[config.mk]
export PLATFORM = sky130hd
export DESIGN_NAME = i2c_master_burst
export DESIGN_NICKNAME = d
export VERILOG_FILES = /design/src/rtl/i2c_master_burst.sv
export SDC_FILE = /design/constraint.sdc
export NUM_CORES = 1
export LEC_CHECK = 0
export CAP_MARGIN = 20
export CORE_MARGIN = 2
export CORE_UTILIZATION = 56
export CTS_BUF_LIST = sky130_fd_sc_hd__clkbuf_4 sky130_fd_sc_hd__clkbuf_8
export DETAILED_ROUTE_END_ITERATION = 7
export PLACE_DENSITY = 0.83
export SYNTH_ARGS = -nofsm -noshare
export SYNTH_HDL_FRONTEND = slang
export SYNTH_SLANG_ARGS = --single-unit
[constraint.sdc]
create_clock -name clk -period 2.2 [get_ports clk]
set_input_delay 0.44 -clock clk [delete_from_list [all_inputs] [get_ports clk]]
set_output_delay 0.44 -clock clk [all_outputs]
set_load 0.005 [all_outputs]
[src/rtl/i2c_master_burst.sv]
// I2C burst master: START, address, N-byte write/read, STOP.
// Optional slave clock stretching is compiled in with I2C_CLOCK_STRETCH_EN.
module i2c_master_burst #(
    parameter int CLK_DIV = 250,
    parameter int MAX_LEN = 16,
    parameter int LEN_W   = 5
) (
    input  logic             clk,
    input  logic             rst,
    input  logic             run,
    input  logic [6:0]       addr,
    input  logic             rw,
    input  logic [LEN_W-1:0] len,
    input  logic [7:0]       tx_data,
    input  logic             tx_valid,
    output logic             tx_ready,
    output logic [7:0]       rx_data,
    output logic             rx_valid,
    output logic             busy,
    output logic             done,
    output logic             nack,
    output logic             scl_m,
    output logic             sda_m_oe,
    input  logic             sda_m_in,
    input  logic             scl_m_in
);

    localparam int CW = $clog2(CLK_DIV);
    localparam logic [CW-1:0] CNT_MAX = CW'(CLK_DIV - 1);
    localparam logic [LEN_W-1:0] LEN_MAX = LEN_W'(MAX_LEN);
    localparam logic [LEN_W-1:0] LEN_ONE = LEN_W'(1);

    typedef enum logic [3:0] {
        S_IDLE, S_START, S_ADDR, S_ADDR_ACK, S_LOAD,
        S_WR_BYTE, S_WR_ACK, S_RD_BYTE, S_RD_ACK, S_STOP
    } state_t;

    state_t           state_q, state_d;
    logic [CW-1:0]    cnt_q, cnt_d;
    logic [1:0]       qtr_q, qtr_d;
    logic [2:0]       bit_q, bit_d;
    logic [7:0]       sh_q, sh_d;
    logic [LEN_W-1:0] rem_q, rem_d;
    logic             rw_q, rw_d;
    logic             ack_q, ack_d;
    logic             nack_q, nack_d;
    logic [7:0]       rx_q, rx_d;
    logic             rx_valid_q, rx_valid_d;
    logic             tx_ready_q, tx_ready_d;
    logic             done_q, done_d;

    logic scl_c, oe_c, bit_hi, stretch, qtick, sample, bit_end;

    assign bit_hi = (qtr_q == 2'd1) || (qtr_q == 2'd2);

`ifdef I2C_CLOCK_STRETCH_EN
    assign stretch = (state_q != S_IDLE) && (qtr_q == 2'd1)
                     && scl_c && !scl_m_in;
`else
    logic unused_scl_in;
    assign unused_scl_in = scl_m_in;
    assign stretch = 1'b0;
`endif

    assign qtick   = (cnt_q == CNT_MAX) && !stretch;
    assign sample  = qtick && (qtr_q == 2'd1);
    assign bit_end = qtick && (qtr_q == 2'd3);

    // Pad drive decoded from state and quarter.
    always_comb begin
        scl_c = 1'b1;
        oe_c  = 1'b0;
        unique case (state_q)
            S_IDLE: ;
            S_START: begin
                scl_c = (qtr_q < 2'd2);
                oe_c  = (qtr_q != 2'd0);
            end
            S_ADDR, S_WR_BYTE: begin
                scl_c = bit_hi;
                oe_c  = ~sh_q[7];
            end
            S_ADDR_ACK, S_WR_ACK, S_RD_BYTE: scl_c = bit_hi;
            S_RD_ACK: begin
                scl_c = bit_hi;
                oe_c  = (rem_q > LEN_ONE);
            end
            S_LOAD: scl_c = 1'b0;
            S_STOP: begin
                scl_c = (qtr_q != 2'd0);
                oe_c  = (qtr_q < 2'd2);
            end
            default: ;
        endcase
    end

    // Quarter timing, next state and datapath.
    always_comb begin
        state_d    = state_q;
        cnt_d      = cnt_q;
        qtr_d      = qtr_q;
        bit_d      = bit_q;
        sh_d       = sh_q;
        rem_d      = rem_q;
        rw_d       = rw_q;
        ack_d      = ack_q;
        nack_d     = nack_q;
        rx_d       = rx_q;
        rx_valid_d = 1'b0;
        tx_ready_d = 1'b0;
        done_d     = 1'b0;

        if (state_q != S_IDLE && state_q != S_LOAD) begin
            if (!stretch) cnt_d = qtick ? '0 : cnt_q + CW'(1);
            if (qtick) qtr_d = qtr_q + 2'd1;
        end

        unique case (state_q)
            S_IDLE: if (run) begin
                state_d = S_START;
                sh_d    = {addr, rw};
                rw_d    = rw;
                rem_d   = (len > LEN_MAX) ? LEN_MAX : len;
                nack_d  = 1'b0;
                cnt_d   = '0;
                qtr_d   = 2'd0;
            end
            S_START: if (bit_end) begin
                state_d = S_ADDR;
                bit_d   = 3'd0;
            end
            S_ADDR, S_WR_BYTE: if (bit_end) begin
                sh_d  = {sh_q[6:0], 1'b0};
                bit_d = bit_q + 3'd1;
                if (bit_q == 3'd7)
                    state_d = (state_q == S_ADDR) ? S_ADDR_ACK : S_WR_ACK;
            end
            S_ADDR_ACK: begin
                if (sample) begin
                    ack_d = sda_m_in;
                    if (sda_m_in) nack_d = 1'b1;
                end
                if (bit_end) begin
                    bit_d = 3'd0;
                    if (ack_q || rem_q == '0) state_d = S_STOP;
                    else if (!rw_q) state_d = S_LOAD;
                    else state_d = S_RD_BYTE;
                end
            end
            S_LOAD: if (tx_valid) begin
                sh_d       = tx_data;
                tx_ready_d = 1'b1;
                bit_d      = 3'd0;
                state_d    = S_WR_BYTE;
            end
            S_WR_ACK: begin
                if (sample) begin
                    ack_d = sda_m_in;
                    if (sda_m_in) nack_d = 1'b1;
                end
                if (bit_end) begin
                    if (ack_q) begin
                        state_d = S_STOP;
                    end else begin
                        if (rem_q != '0) rem_d = rem_q - LEN_ONE;
                        state_d = (rem_q <= LEN_ONE) ? S_STOP : S_LOAD;
                    end
                end
            end
            S_RD_BYTE: begin
                if (sample) begin
                    sh_d = {sh_q[6:0], sda_m_in};
                    if (bit_q == 3'd7) begin
                        rx_d       = {sh_q[6:0], sda_m_in};
                        rx_valid_d = 1'b1;
                    end
                end
                if (bit_end) begin
                    bit_d = bit_q + 3'd1;
                    if (bit_q == 3'd7) state_d = S_RD_ACK;
                end
            end
            S_RD_ACK: if (bit_end) begin
                if (rem_q != '0) rem_d = rem_q - LEN_ONE;
                bit_d   = 3'd0;
                state_d = (rem_q <= LEN_ONE) ? S_STOP : S_RD_BYTE;
            end
            S_STOP: if (bit_end) begin
                state_d = S_IDLE;
                done_d  = 1'b1;
            end
            default: state_d = S_IDLE;
        endcase
    end

    // State and datapath registers; reset releases the bus at once.
    always_ff @(posedge clk or negedge rst) begin
        if (!rst) begin
            state_q    <= S_IDLE;
            cnt_q      <= '0;
            qtr_q      <= 2'd0;
            bit_q      <= 3'd0;
            sh_q       <= 8'd0;
            rem_q      <= '0;
            rw_q       <= 1'b0;
            ack_q      <= 1'b0;
            nack_q     <= 1'b0;
            rx_q       <= 8'd0;
            rx_valid_q <= 1'b0;
            tx_ready_q <= 1'b0;
            done_q     <= 1'b0;
        end else begin
            state_q    <= state_d;
            cnt_q      <= cnt_d;
            qtr_q      <= qtr_d;
            bit_q      <= bit_d;
            sh_q       <= sh_d;
            rem_q      <= rem_d;
            rw_q       <= rw_d;
            ack_q      <= ack_d;
            nack_q     <= nack_d;
            rx_q       <= rx_d;
            rx_valid_q <= rx_valid_d;
            tx_ready_q <= tx_ready_d;
            done_q     <= done_d;
        end
    end

    assign scl_m    = scl_c;
    assign sda_m_oe = oe_c;
    assign busy     = (state_q != S_IDLE);
    assign done     = done_q;
    assign nack     = nack_q;
    assign rx_data  = rx_q;
    assign rx_valid = rx_valid_q;
    assign tx_ready = tx_ready_q;

endmodule

# After elaboration in Yosys (flattened, before gate mapping)
# Index checks and enable logic that the tools add are counted.
# classes
n_addsub,4
order_cmp,4
eq_ne,32
mux,55
bitwise,1
n_reduce_logical,27
# op_table
operator,n
8-bit 2-to-1 mux,8
4-bit 2-to-1 mux,15
4-bit one-hot mux with 9 select lines,1
8-bit one-hot mux with 4 select lines,1
5-bit 2-to-1 mux,6
"2-bit != test, second input constant",13
"4-bit by 3-bit equality test with 1-bit output, second input constant",4
5-bit one-hot mux with 3 select lines,1
3-bit 2-to-1 mux,4
11-bit AND reduction,1
1-bit 2-to-1 mux,10
2-bit 2-to-1 mux,5
5-bit AND reduction,2
3-bit one-hot mux with 3 select lines,1
"8-bit by 1-bit adder with 8-bit output, second input constant",1
"4-bit by 2-bit equality test with 1-bit output, second input constant",2
"4-bit equality test, second input constant",2
"8-bit equality test, second input constant",1
"2-bit by 1-bit != test with 1-bit output, second input constant",4
1-bit one-hot mux with 4 select lines,2
4-bit AND reduction,2
4-bit nonzero test,2
3-bit nonzero test,2
3-bit OR reduction,2
other kinds (24),31
# word_totals
register_bits,44
inputBits,27

# Logic depth before layout (Yosys ltp)
# depth
ltp_word,5
depth_mapped,8
depth_no_buf,7

# Least setup slack after synthesis
# OpenSTA, ideal clock, no wires.
# synth_timing
path_kind,register -> register
from,register state_q[2]
to,register sh_q[0]
setup_ns,0.125
arrival_ns,1.812
required_ns,2.075
path_slack_ns,0.263
stages_incl_launch_ff,6
synth_period_minus_slack_ns,1.937
path_cell_list,dfrtp_1 buf_6 or4b_4 o31a_4 o211ai_4 mux2_4
# synth_between
elab_chain_cells,4
elab_cells_between_ends,13
cone_classes,eq/ne (8); mux (1); reduce/logical (4)
# synth_rtl
element,line_no,source
start: declaration,38,"state_t state_q, state_d;"
start signal: assignment,213,state_q <= state_d;
4-bit by 2-bit equality test with 1-bit output / 4-bit by 3-bit equality test with 1-bit output (equally long branches),118,unique case (state_q)
2-bit OR reduction,118,
4-bit nonzero test (no source line) / 2-bit != test (equally long branches),--,
5-bit AND reduction (no source line),--,
end signal: assignment,203,sh_q <= 8'd0;
end signal: assignment,217,sh_q <= sh_d;
end: declaration,42,"logic [7:0] sh_q, sh_d;"
# Several ways; a longest one is shown, not always the timed one.
# A chain may end at the register's enable or synchronous reset.

# Worst setup path after layout
# layout_timing
from,register rem_q[1]
to,output port sda_m_oe
# layout_between
elab_chain_cells,2
# layout_rtl
element,line_no,source
start: declaration,43,"logic [LEN_W-1:0] rem_q, rem_d;"
start signal: assignment,218,rem_q <= rem_d;
5-bit by 1-bit > comparator with 1-bit output,86,oe_c = (rem_q > LEN_ONE);
1-bit one-hot mux with 4 select lines,73,unique case (state_q)
end: declaration,23,"output logic sda_m_oe,"
# Every way passes these cells.

==> run summary <==
Synth async-reset ratio: 100%
GR Overflow Total: 0
Cell Area, Synth: 2680 µm²
Detail Placement HPWL: 4.87 mm
Layout area overhead: 32.7%
CTS clock-pin slew for the worst setup and hold paths: 0.09 ns
worst setup path category: flip-flop to primary output
Row Count: 25
Via density: 5.88
Setup WS post-layout: -0.155 ns
HP Class: input pin to asynchronous set/reset pin
worst reg-to-reg path cell count: 8
P per Cell Area: 1340 nW/µm²
Root Driver: clkbuf_8
clk_lat worst skew: 0.31 ns
Max clock buf depth: 2
DRC Markers: 0
Std-Cell Core Area: 4660 µm²
type of origin of the critical path: flip-flop
Port Buffer Count: 40
Inst Count DP: 391
top_reg_cell synth: dfrtp_1
failing checks: negative setup slack
die area: 5350 µm²
Period minus WS final: 2.36 ns
synthesized flop and latch total: 44
Reg2Reg Setup Slack: 0.04 ns
number of unique standard cell types used by synthesis: 60
max frequency: 425 MHz
DRT antenna net count: 0
Max-Slew Margin vs Limit: 55.9%
RSZ-0062 raised after global routing: yes
max-slew violations: 0
first-pass GRT wire length: 11.5 mm
TritonCTS clock tree: done
Final Setup Violations: 1
Avg WL per Cell: 17.1 µm
clk sink count: 44
initial antenna violation count: 0
CP required: 1.76 ns
H-tree Lvls: 2
gr usage total: 28.4%
vias post-DR: 2392
Hold Vio Cnt, Final: 0
Syn Area/Cell: 9.56 µm²
YS warnings: 0
Chip Width: 73.1 µm
layout cells sized above 1: 23.2%
Crit Reg-Reg Startpoint: rem_q[0]
die height: 73.1 µm
worst r2r dst: rem_q[1]
largest net degree at the start of global routing: 45
Worst-Margin Slew: 0.656 ns
total wire length: 6.98 mm
Starting Density: 57.4%
Peak VDD IR: 0.690 mV
RePlAce Congestion: 0.965
Clock Skews: 0.00361 ns
critical path capture point type: primary output
final core utilization: 76.2%
crit path max fanout: 3
P_leak: 0.00163 µW
synthesized instance count: 280
Post-synth EDFFs: 0
fin crit share: 107%
Syn Nets: 317
Worst EP arrival: 1.92 ns
Iteration-0 DRC Markers: 236
number of global-route vias before repair: 2406
final non-filler cell total: 407
I/O pin cnt: 42
outcome: finished with violations
Seq/Total Area, Yosys: 41.1%
n_diodes: 0
nets: 389
total of max-cap violations: 0
Num CTS Buffers: 5
first-pass detailed-route iteration total: 4
## power breakdown
group          switching, µW  internal [µW]  total, µW
Clock                    297            372        668
Combinational           1410           1310       2720
Sequential               278           1080       1360
Total                   1980           2770       4750
## metrics by stage
step / worst slack (ns) / area, µm² / hold WS (ns) / TNS, ns / total power (µW)
final: -0.155 / 3550 / 0.199 / -0.155 / 4750
after global routing: -0.225 / 3550 / 0.248 / -0.237 / 5110
after CTS: -0.136 / 3490 / 0.220 / -0.136 / 4610
after detailed placement: -0.135 / 3300 / 0.499 / -0.135 / 3810
after global placement: -0.108 / 3300 / 0.489 / -0.108 / 3710
after floorplan: 0.263 / 2680 / 0.144 / 0 / 2940
## cells in the mapped netlist, drive strengths merged (6+ instances only)
library cell	instances	area share (%)
buf	9	2.0
a21oi	25	4.7
dfrtp	44	41
o21ai	11	2.3
mux2	11	4.8
and3	6	1.4
nor2	28	4.0
a22o	10	3.3
nand2	21	2.9
ha	10	4.7
inv	18	2.5
mux2i	12	4.5
## area by class of cell
type | instances | area (µm²)
multi-input combinational | 204 | 1500
clock inverter | 2 | 38.8
inverter | 18 | 67.6
sequential | 44 | 1100
clock buffer | 6 | 82.6
fill | 292 | 1110
timing repair buffer | 79 | 689
tap | 54 | 67.6
## registers in the layout, summed over array words and instances, names as in the netlist
signal and cells:
bit_q 3, cnt_q 8, tx_ready 1, rx_data 8, rem_q 5, done 1, rx_valid 1, sh_q 8
rw_q 1, nack 1, qtr_q 2, state_q 4, ack_q 1
## worst max-delay path, stage by stage, from the launching register on
cell	delay (ns)
dfrtp_1	0.41
inv_2	0.09
ha_4	0.12
o21ba_4	0.15
nor4_4	0.27
nor2_1	0.10
a31oi_1	0.20
o21ai_1	0.11
buf_2	0.15
## repair_timing
item / 4_1_cts / 5_1_grt
setup endpoints to repair: 3 / 12
gates resized for setup: 11 / 15
hold buffers: 0 / 0
pin swaps: 1 / 6
setup buffers: 4 / 4
## layout by cell type (no fill, tap or decap), types with 6 or more instances in the layout
cell type and count:
clkbuf_8 6, dfrtp_1 43, mux2_2 10, o21ai_0 6, clkdlybuf4s50_1 37, inv_1 16, buf_4 36, ha_1 8
mux2i_1 12, a22o_1 10, and3_1 6, nand2_1 21, a21oi_1 25, nor2_1 25
## cells by family after synthesis
kind of cell / Yosys count / share of synthesized area [%]
adder cells (fa/ha/maj): 10 / 4.67
multiplexers: 23 / 9.25
flip-flops: 44 / 41.1
AND/OR/NAND/NOR: 90 / 17.3
AO/OA/AOI/OAI: 73 / 19.8
XOR/XNOR: 8 / 2.62
buffers and inverters: 32 / 5.23
## worst max-delay path by stage
stage                    start  slack (ns)  cells after the start  endpoint
floorplan           state_q[2]        0.26                      5   sh_q[0]
finish                rem_q[1]       -0.16                      8  sda_m_oe
detailed placement    rem_q[1]       -0.13                      8  sda_m_oe
global placement      rem_q[1]       -0.11                      8  sda_m_oe
CTS                   rem_q[1]       -0.14                      8  sda_m_oe
global route          rem_q[1]       -0.23                      8  sda_m_oe
## routing by layer
metal | track usage, % | wire, µm | up-vias
li1 | - | - | 1164
met1 | 35.9 | 2940 | 1127
met2 | 45.9 | 3390 | 80
met3 | 7.32 | 417 | 21
met4 | 12.6 | 233 | 0
met5 | 0 | 0 | -
No activity file was read; power rests on OpenSTA's default activity.
